--- config.mk ---
export PLATFORM = sky130hd
export DESIGN_NAME = capture_deser
export DESIGN_NICKNAME = d
export VERILOG_FILES = /design/src/rtl/capture_pkg.sv /design/src/rtl/deser_lane.sv /design/src/rtl/capture_deser.sv
export SDC_FILE = /design/constraint.sdc
export NUM_CORES = 1
export LEC_CHECK = 0
export CORE_MARGIN = 2
export CORE_UTILIZATION = 47
export DETAILED_ROUTE_END_ITERATION = 6
export HOLD_SLACK_MARGIN = 0.03
export PLACE_DENSITY = 0.76
export SYNTH_ARGS = -nofsm -noshare
export SYNTH_HDL_FRONTEND = slang
export SYNTH_SLANG_ARGS = --single-unit
export TNS_END_PERCENT = 30
--- constraint.sdc ---
create_clock -name clk -period 18.95 [get_ports clk]
set_input_delay 3.79 -clock clk [delete_from_list [all_inputs] [get_ports clk]]
set_output_delay 3.79 -clock clk [all_outputs]
set_load 0.02 [all_outputs]
--- src/rtl/capture_pkg.sv ---
// Shared constants and the default packed word type for the capture deserialiser.
package capture_pkg;

  localparam int NUM_CH_DEF = 32;
  localparam int DESER_DEF  = 8;
  localparam int SEQ_W      = 16;
  localparam int DROP_W     = 16;

  typedef logic [NUM_CH_DEF-1:0][DESER_DEF-1:0] word_t;

endpackage

--- src/rtl/deser_lane.sv ---
// One capture channel: mask gate plus DESER-bit shift register (bit 0 newest).
module deser_lane #(
  parameter int DESER = 8
) (
  input  logic             clk,
  input  logic             rst,
  input  logic             arm,
  input  logic             sample,
  input  logic             mask,
  output logic [DESER-1:0] word_next
);

  logic [DESER-1:0] shift_q;

  // The word including this cycle's sample, so the top can capture it on completion.
  assign word_next = {shift_q[DESER-2:0], sample & mask};

  always_ff @(posedge clk or posedge rst) begin
    if (rst) begin
      shift_q <= '0;
    end else if (arm) begin
      shift_q <= word_next;
    end
  end

endmodule

--- src/rtl/capture_deser.sv ---
// Multi-channel capture deserialiser with single-entry output hold and overflow flag.
// Optional build macro CAPTURE_DROP_CNT_EN adds a saturating dropped-word counter.
module capture_deser
  import capture_pkg::*;
#(
  parameter int NUM_CH = NUM_CH_DEF,
  parameter int DESER  = DESER_DEF
) (
  input  logic                          clk,
  input  logic                          rst,
  input  logic [NUM_CH-1:0]             channels,
  input  logic [NUM_CH-1:0]             ch_mask,
  input  logic                          arm,
  output logic [NUM_CH-1:0][DESER-1:0]  out_data,
  output logic [SEQ_W-1:0]              out_seq,
  output logic                          out_valid,
  input  logic                          out_ready,
  output logic                          ovf,
  input  logic                          ovf_clr,
  output logic [DROP_W-1:0]             drop_cnt
);

  localparam int PW = (DESER > 1) ? $clog2(DESER) : 1;
  localparam logic [PW-1:0] LAST = PW'(DESER - 1);

  logic [PW-1:0]                 phase;
  logic [SEQ_W-1:0]              seq_cnt;
  logic [NUM_CH-1:0][DESER-1:0]  lane_next;
  logic                          complete;
  logic                          fire;
  logic                          load;
  logic                          drop;

  for (genvar i = 0; i < NUM_CH; i++) begin : g_lane
    deser_lane #(.DESER(DESER)) u_lane (
      .clk       (clk),
      .rst       (rst),
      .arm       (arm),
      .sample    (channels[i]),
      .mask      (ch_mask[i]),
      .word_next (lane_next[i])
    );
  end

  // Handshake: a word transfers on any edge where out_valid && out_ready; while
  // out_valid=1 and out_ready=0 the producer holds data/seq/valid unchanged.
  // A completing word loads when the holding slot is empty or being emptied now,
  // otherwise it is dropped and the held word survives.
  assign complete = arm && (phase == LAST);
  assign fire     = out_valid && out_ready;
  assign load     = complete && (!out_valid || out_ready);
  assign drop     = complete && out_valid && !out_ready;

  always_ff @(posedge clk or posedge rst) begin
    if (rst) begin
      phase <= '0;
    end else if (!arm || phase == LAST) begin
      phase <= '0;
    end else begin
      phase <= phase + 1'b1;
    end
  end

  always_ff @(posedge clk or posedge rst) begin
    if (rst) begin
      seq_cnt <= '0;
    end else if (complete) begin
      seq_cnt <= seq_cnt + 1'b1;
    end
  end

  always_ff @(posedge clk or posedge rst) begin
    if (rst) begin
      out_data  <= '0;
      out_seq   <= '0;
      out_valid <= 1'b0;
    end else if (load) begin
      out_data  <= lane_next;
      out_seq   <= seq_cnt;
      out_valid <= 1'b1;
    end else if (fire) begin
      out_valid <= 1'b0;
    end
  end

  // A drop in the same cycle as a clear wins so no overflow is lost.
  always_ff @(posedge clk or posedge rst) begin
    if (rst) begin
      ovf <= 1'b0;
    end else if (drop) begin
      ovf <= 1'b1;
    end else if (ovf_clr) begin
      ovf <= 1'b0;
    end
  end

`ifdef CAPTURE_DROP_CNT_EN
  always_ff @(posedge clk or posedge rst) begin
    if (rst) begin
      drop_cnt <= '0;
    end else if (drop) begin
      if (ovf_clr) begin
        drop_cnt <= DROP_W'(1);
      end else if (drop_cnt != {DROP_W{1'b1}}) begin
        drop_cnt <= drop_cnt + 1'b1;
      end
    end else if (ovf_clr) begin
      drop_cnt <= '0;
    end
  end
`else
  assign drop_cnt = '0;
`endif

endmodule

==> results of run 1 <==
## sequential cells by signal (all words and copies together) (netlist names)
signal,cells
g_lane.u_lane.shift_q,224
out_data,256
out_seq,16
out_valid,1
ovf,1
phase,3
seq_cnt,16
## cells in the final DEF (no fill, tap or decap), types with 2 or more instances in the layout
cell and count:
nand2_1 725, dfrtp_1 517, clkdlybuf4s50_1 341, mux2_2 193, nand3_1 68, o21ai_0 64, clkbuf_16 55, inv_1 34
conb_1 16, clkbuf_8 15, xnor2_1 13, clkinv_2 10, buf_4 8, nand4_1 6, bufinv_16 6, clkbuf_1 6
and4_1 3, ha_1 3, clkinvlp_4 3, and3_1 2, nor2_1 2, xor2_1 2, and3b_1 2, clkinv_4 2
buf_12 2
## layout make-up
type | instances | area (sq um)
inverter | 35 | 138.9
tap | 532 | 665.6
clock buffer | 76 | 1605
multi-input combinational | 1106 | 5954
clock inverter | 22 | 279.0
fill | 3275 | 15820
timing repair buffer | 352 | 3528
sequential | 517 | 12940
## worst reg2reg max path, cell delays in order, from the launching register on
cell	delay, ps
dfrtp_1	360
ha_1	160
ha_1	300
nand2_2	180
nor2b_4	170
buf_4	740
buf_4	910
nand3_1	210
nand2_1	110
## synth_stat cells, types with 2 or more instances
cell type,count
nand4_1,6
xor2_1,2
o21ai_0,64
ha_1,3
and3_1,2
buf_2,78
mux2_2,193
nand2_1,725
xnor2_1,13
clkbuf_1,10
inv_1,35
dfrtp_1,517
and3b_1,2
nand3_1,69
and4_1,3
nor2_1,2
buf_4,18
## layer usage
| metal | part of all wire (%) | track usage, % | wire, um | vias to the layer above |
|---|---|---|---|---|
| met1 | 41 | 26.20 | 18020 | 6498 |
| met5 | 0.053 | 0 | 23 | - |
| li1 | - | - | - | 6204 |
| met2 | 48 | 32.93 | 21050 | 323 |
| met3 | 7.4 | 6.445 | 3213 | 83 |
| met4 | 2.6 | 5.796 | 1127 | 4 |
## logic make-up after synthesis
kind of cell / Yosys count / share of synthesized area (%)
xor+xnor: 15 / 0.6734
other cells: 1 / 0.01922
simple gates: 814 / 16.43
flops: 517 / 66.31
compound gates: 65 / 1.674
buf+inv: 141 / 3.559
mux: 193 / 11.14
fa+ha+maj: 3 / 0.1924
## through the flow
stage               utilization [%]  total power, mW
floorplan                         -            1.471
global placement              56.75            1.576
detailed placement            56.75            1.592
CTS                           61.36            2.704
global route                  61.36            2.784
finish                        61.36            2.671
## power groups by stage
stage          logic [mW]  clock network (mW)  registers (mW)
3_3_place_gp        0.263                   0            1.31
6_report            0.270                1.10            1.30
4_1_cts             0.275                1.13            1.30
2_1_floorplan       0.138                   0            1.33
3_5_place_dp        0.272                   0            1.32
5_1_grt             0.296                1.17            1.32
## path summary, 6_finish.rpt
kind,to,cells past startpoint,slack [ps]
max in group asynchronous,out_data[205],4,12790
min,phase[0],1,450
min reg2reg,phase[0],1,450
max,out_data[224],7,12720
min in group asynchronous,out_data[31],2,3740
max reg2reg,out_data[224],8,15730
==> metrics.txt, run 1 <==
row count 74; CP Launch Type input pin; post-placement cell count 2,542; area leader, netlist dfrtp_1; Via Count 13,110; Data required, critical path 19,460 ps; DRC 0; RSZ-0062 raised after global routing no; WP data arrival 6740 ps; Synth cell types 24; outcome complete, no violations; Routed WL 43.43 mm; Nets 2,137; Hold WC Path Type reg -> reg; critical path startpoint arm; CTS max path bufs 3; Buffers & Inverters on Critical Path 3; number of setup violations in the final report 0; FF+latch count, synth 517; initial drt markers 804; # Post-CTS Setup Buffers 0; Initial Utilization 47.67%; TritonCTS clock tree built; Clock Pin Slew Worst Setup and Hold Paths 60 ps; MaxCap Viol Count 0; cells along the critical path buf_8 > nand2_2 > nor2b_4 > buf_4 > buf_4 > nand3_1 > nand2_1; CP max stage cell buf_4; ys flop type dfrtp_1; # H-tree levels 2; Cells after Synth 1,749; diode count 0; Cell Count, Final, Fillers Out 2,640; first-pass GRT wire length 71.82 mm; Worst Setup End Kind register; share of cells above drive strength 1 14.28%; Leakage 12.55 nW; Core Region 40,920 sq um; largest net degree at the start of global routing 218; worst reg2reg startpoint phase[0]; CTS resizes 0; number of synthesis warnings 0; switching power 0.6376 mW; worst vdd rail ir drop 0.06753 mV; sequential fraction of the synthesis area 66.31%; maximum clock frequency 160.5 MHz; DR pass1 iterations 7; input/output buffers 342; worst setup margin 12,720 ps; Worst Hold Margin 454.4 ps; total I/O pin count 359; cell mode on critical path buf_4; Final HPWL DP 26.84 mm; CTS sink count 517; internal power 2.033 mW; wire per inst 16.45 um; global route overflow 0; vias in the first global route 13,610; Finished Cell Area 25,110 sq um; DR vias/cell 4.967; fin crit period 6232 ps; Slew Viols, Final 0; P per Cell Area 106.4 nW/um^2; highest cell delay on the worst timing path 840 ps; GP Congestion 0.7632; final clock skew 13.96 ps; setup TNS 0 ps; Die W 207.7 um; Sw Ratio 23.87%; die height 207.7 um; Synth area leaders dfrtp_1 (66%), nand2_1 (14%), mux2_2 (11%), buf_2 (2.0%), nand3_1 (1.8%); fin crit share 32.89%; initial antenna violation count 2; pre-CTS setup slack 12,070 ps; relative slew slack 29.20%; Clock Power Share 41.2%; hold-fix buffers at CTS 0; Mapped Area 19,510 sq um; hold wc startpoint phase[0]; Skew-Pair Late Insertion Delay 590 ps; die area 43,160 sq um; Setup CP Type in -> reg; post-synth top area share 66.31%; Post-synth EDFFs 0; Placed Area 23,220 sq um; delay-heaviest family, CP buffers and inverters; clock buffer count from CTS 53; sequential share of power 48.7%; Routed Antenna Nets 0; Slew @ Worst Pin 1062 ps; Syn-to-layout area delta 28.70%; Final Hold Fails 0; Clock Root Buffer clkbuf_16; gr usage total 20.24%; post-synthesis async set-or-reset flop share 100.0%; Syn Area/Cell 11.15 sq um; logic gate share of total power 10.1%; Critical Path Fanout Max 109
(Power assumes the default switching activity.)
==> run 2: changes to the inputs <==
--- a/config.mk
+++ b/config.mk
@@ -6,10 +6,10 @@
 export NUM_CORES = 1
 export LEC_CHECK = 0
 export CORE_MARGIN = 2
-export CORE_UTILIZATION = 47
+export CORE_UTILIZATION = 52
 export DETAILED_ROUTE_END_ITERATION = 6
 export HOLD_SLACK_MARGIN = 0.03
-export PLACE_DENSITY = 0.76
+export PLACE_DENSITY = 0.79
 export SYNTH_ARGS = -nofsm -noshare
 export SYNTH_HDL_FRONTEND = slang
 export SYNTH_SLANG_ARGS = --single-unit
==> constraint.sdc (replaced) <==
create_clock -name clk -period 6.35 [get_ports clk]
set_input_delay 1.27 -clock clk [delete_from_list [all_inputs] [get_ports clk]]
set_output_delay 1.27 -clock clk [all_outputs]
set_load 0.02 [all_outputs]
==> metrics.txt, run 2 (synthesis gave the netlist of run 1 again) <==
final clock skew 11.31 ps (-2.653 ps); die area 39,090 sq um (-9.4%); WP data arrival 3560 ps (-3180 ps); setup TNS 0 ps (unchanged); final total power 7.622 mW (+190%); TritonCTS clock tree built; Worst Hold Margin 453.7 ps (-0.6540 ps); CP max stage cell buf_8; largest net degree at the start of global routing 203 (-6.9%); commonest non-fill, non-tap cell in the layout nand2_1; Routed Antenna Nets 0 (unchanged); share of cells above drive strength 1 13.84% (-0.43 points); Leakage 12.43 nW (-0.97%); Finished Cell Area 24,830 sq um (-1.1%); Routed WL 42.52 mm (-2.1%); MaxCap Viol Count 0 (unchanged); Placed Area 23,180 sq um (-0.19%); gr usage total 22.14% (+1.9 points); reg2reg path depth 6 (-2); Slew Viols, Final 0 (unchanged); pre-CTS setup slack 2834 ps (-9232 ps); Clock Root Buffer clkbuf_16; Critical R2R Capture out_data[217]; CTS sink count 517 (unchanged); fin crit share 49.61%; GP Congestion 0.7611 (-0.28%); total I/O pin count 359 (unchanged); cells along the critical path buf_8 > nand3_4 > buf_12 > nand2_1 > o21ai_0; Final HPWL DP 26.67 mm (-0.64%); Largest regs out_data x256, g_lane.u_lane.shift_q x224; Syn-to-layout area delta 27.24%; Via Count 13,120 (+0.046%); Critical Path Fanout Max 202 (+85%); hold path depth 1 (unchanged); worst reg2reg startpoint phase[0]; fin crit period 3150 ps; highest cell delay on the worst timing path 590 ps (-250 ps); outcome complete, no violations; Largest register FFs 256 (unchanged); hold wc startpoint phase[0]; vias in the first global route 13,510 (-0.79%); CP Launch Type input pin; r2r setup slk 3850 ps (-11,880 ps); global route overflow 0 (unchanged); Setup CP Type in -> reg; Largest Register out_data; clock buffer count from CTS 51 (-3.8%); worst setup margin 3200 ps (-9518 ps); number of setup violations in the final report 0 (unchanged); Slew @ Worst Pin 1057 ps (-4.950 ps); diode count 0 (unchanged); critical path startpoint arm; Initial Utilization 53.04% (+5.4 points); row count 70 (-5.4%); CTS resizes 0 (unchanged); CTS max path bufs 3 (unchanged); worst vdd rail ir drop 0.2512 mV (+270%); hold-fix buffers at CTS 0 (unchanged); Final Core Density 67.49% (+6.1 points); initial drt markers 683 (-15%); # Post-CTS Setup Buffers 0 (unchanged); Buffers & Inverters on Critical Path 2 (-1); most frequent cells in the layout nand2_1 (725), dfrtp_1 (517), clkdlybuf4s50_1 (341), mux2_2 (193), nand3_1 (68); Hold WC Path Type reg -> reg; die height 197.7 um (-4.8%); DR vias/cell 5.104 (+2.8%); initial antenna violation count 0 (-2); Worst Setup End Kind register; Cell Count, Final, Fillers Out 2,570 (-2.7%); DRC 0 (unchanged); wire per inst 16.54 um (+0.57%); P per Cell Area 307.0 nW/um^2 (+190%); first-pass GRT wire length 69.32 mm (-3.5%); relative slew slack 29.53% (+0.33 points); maximum clock frequency 317.4 MHz; Core Region 36,790 sq um (-10%); Skew-Pair Late Insertion Delay 580 ps (about the same); Final Hold Fails 0 (unchanged); delay-heaviest family, CP buffers and inverters; Data required, critical path 6760 ps (-12,700 ps); # H-tree levels 2 (unchanged); Die W 197.7 um (-4.8%); Clock Pin Slew Worst Setup and Hold Paths 60 ps (about the same); Nets 2,137 (unchanged); Hold Path Sink phase[0]; post-placement cell count 2,480 (-2.4%); DR pass1 iterations 4 (-3); RSZ-0062 raised after global routing no; input/output buffers 342 (unchanged)
[run 2: changes by cell type in the layout (fill, tap and decap cells not counted), moves of 2 or more]
cell        change
buf_12          +2
bufinv_16       -5
clkbuf_1        +4
clkbuf_16       -2
clkbuf_8        -3
clkinv_2        -2
clkinv_4        -2
clkinvlp_4      +4
[run 2: report_power, final]
group          switching, mW  internal [mW]  total [mW]
Clock                   1.23           1.70        2.94
Combinational          0.385          0.421       0.806
Sequential             0.233           3.65        3.88
Total                   1.85           5.77        7.62
[run 2: per-layer routing]
layer	vias up	GRT usage, %	routed length, um
met5	-	0	0
met4	0	7.881	1282
met3	79	6.677	3180
met2	349	36.68	20420
met1	6492	27.76	17640
li1	6198	-	-
[run 2: cell type report]
class	instances	area (sq um)
fillers	2710	11960
clock inverters	15	115.1
well taps	468	585.6
clock buffers	75	1529
flip-flops and latches	517	12940
multi-input cells	1106	5954
repair buffers	354	3568
inverters	35	135.1
[run 2: worst max path at each step]
stage / endpoint / slack [ps] / cells after the start
global route: out_data[185] / 3130 / 5
floorplan: g_lane[0].u_lane.shift_q[0] / -1940 / 1
CTS: out_seq[5] / 3400 / 1
global placement: out_data[169] / 2900 / 5
detailed placement: out_data[225] / 2830 / 5
finish: out_data[217] / 3200 / 5
==> run 3: changes to the inputs <==
==> constraint.sdc (replaced) <==
create_clock -name clk -period 2.9 [get_ports clk]
set_input_delay 0.58 -clock clk [delete_from_list [all_inputs] [get_ports clk]]
set_output_delay 0.58 -clock clk [all_outputs]
set_load 0.02 [all_outputs]
==> metrics.txt, run 3 (synthesis gave the netlist of run 1 again) <==
Largest register FFs 256 (unchanged); DR pass1 iterations 5 (+1); number of setup violations in the final report 0 (unchanged); Routed Antenna Nets 0 (unchanged); outcome complete, no violations; Nets 2,154 (+0.80%); Skew-Pair Late Insertion Delay 570 ps (about the same); gr usage total 22.38% (+0.23 points); Critical Path Fanout Max 2 (-99%); CP max stage cell clkdlybuf4s50_1; Hold WC Path Type in -> async; RSZ-0062 raised after global routing no; Worst Hold Margin 358.7 ps (-95.05 ps); clock buffer count from CTS 51 (unchanged); relative slew slack 52.25% (+23 points); CTS max path bufs 3 (unchanged); initial antenna violation count 0 (unchanged); DR vias/cell 5.092 (-0.24%); Placed Area 23,480 sq um (+1.3%); Clock Pin Slew Worst Setup and Hold Paths 60 ps (about the same); total I/O pin count 359 (unchanged); CP Launch Type register; Via Count 13,190 (+0.53%); input/output buffers 342 (unchanged); cells along the critical path clkdlybuf4s50_1; final clock skew 8.498 ps (-2.810 ps); die height 197.7 um (unchanged); setup TNS 0 ps (unchanged); DRC 0 (unchanged); MaxCap Viol Count 0 (unchanged); Final HPWL DP 27.98 mm (+4.9%); delay-heaviest family, CP buffers and inverters; reg2reg path depth 7 (+1); Largest Register out_data; die area 39,090 sq um (unchanged); Leakage 12.62 nW (+1.5%); P per Cell Area 673.6 nW/um^2 (+120%); fin crit share 76.09%; wire per inst 16.39 um (-0.95%); TritonCTS clock tree built; Worst path depth 1 (-4); # Post-CTS Setup Buffers 0 (unchanged); CTS sink count 517 (unchanged); highest cell delay on the worst timing path 670 ps (+80 ps); Final Hold Fails 0 (unchanged); Finished Cell Area 25,200 sq um (+1.5%); Buffers & Inverters on Critical Path 1 (-1); Routed WL 42.44 mm (-0.18%); vias in the first global route 13,570 (+0.44%); # H-tree levels 2 (unchanged); Slew @ Worst Pin 716.3 ps (-340.8 ps); row count 70 (unchanged); fillers 2,607 (-3.8%); maximum clock frequency 453.2 MHz; initial drt markers 650 (-4.8%); hold-fix buffers at CTS 0 (unchanged); Data required, critical path 2320 ps (-4440 ps); Worst Setup End Kind output port; Setup CP Type reg -> out; worst vdd rail ir drop 0.5078 mV (+100%); Core Region 36,790 sq um (unchanged); most frequent cells in the layout nand2_1 (725), dfrtp_1 (517), clkdlybuf4s50_1 (341), mux2_2 (193), nand3_1 (68); Slew Viols, Final 0 (unchanged); global route overflow 0 (unchanged); diode count 0 (unchanged); Largest regs out_data x256, g_lane.u_lane.shift_q x224; share of cells above drive strength 1 14.47% (+0.62 points); fin crit period 2206 ps; WP data arrival 1630 ps (-1930 ps); Clock Root Buffer clkbuf_16; GP Congestion 0.8092 (+6.3%); first-pass GRT wire length 70.02 mm (+1.0%); Syn-to-layout area delta 29.15%; Final Core Density 68.50% (+1.0 points); largest net degree at the start of global routing 139 (-32%); Initial Utilization 53.04% (unchanged); commonest non-fill, non-tap cell in the layout nand2_1; CTS resizes 0 (unchanged); Die W 197.7 um (unchanged)
[run 3: cell types whose count changed in the layout (fill, tap and decap cells not counted), sizes merged]
cell / change
buf: +17
clkbuf: +3
clkinvlp: -4
bufinv: +3
clkinv: +1
[run 3: layer usage]
layer / vias up / share of wire [%] / wire length [um] / GRT usage (%)
li1: 6243 / - / - / -
met1: 6495 / 43 / 18200 / 29.57
met2: 372 / 47 / 20050 / 36.10
met3: 78 / 7.0 / 2974 / 5.757
met4: 0 / 2.9 / 1219 / 8.076
met5: - / 0 / 0 / 0
[run 3: final cells by class]
cell class                      count  area [sq um]  area share (%)
Clock inverter                     15         183.9          0.7299
Clock buffer                       78          1530           6.073
Sequential cell                   517         12940           51.34
Tap cell                          468         585.6           2.324
Inverter                           35         135.1          0.5363
Multi-Input combinational cell   1106          5954           23.63
Timing Repair Buffer              371          3871           15.36
[run 3: power breakdown]
part	leakage (nW)	total, mW	switching (mW)	internal, mW
clock	0.841	6.67	2.69	3.98
combinational	4.80	1.79	0.839	0.947
sequential	6.98	8.51	0.524	7.99
[run 3: worst paths after layout]
kind,from,end,slack (ps)
min in group clk,arm,g_lane[12].u_lane.shift_q[0],360
worst min-delay path,rst,g_lane[7].u_lane.shift_q[4],360
worst max register to register,phase[0],out_data[85],860
worst min register to register,phase[0],phase[0],440
max in group asynchronous,rst,out_data[234],1670
worst max-delay path,out_seq[5],out_seq[5],690
[run 3: metrics by stage]
step / power (mW) / setup WS (ps) / instances
finish: 16.97 / 693.5 / 2590
global route: 17.68 / 614.6 / 2590
CTS: 17.15 / 635.7 / 2590
detailed placement: 10.43 / 598.9 / 2497
global placement: 10.33 / 618.6 / 2497
floorplan: 9.614 / -4702 / 1764
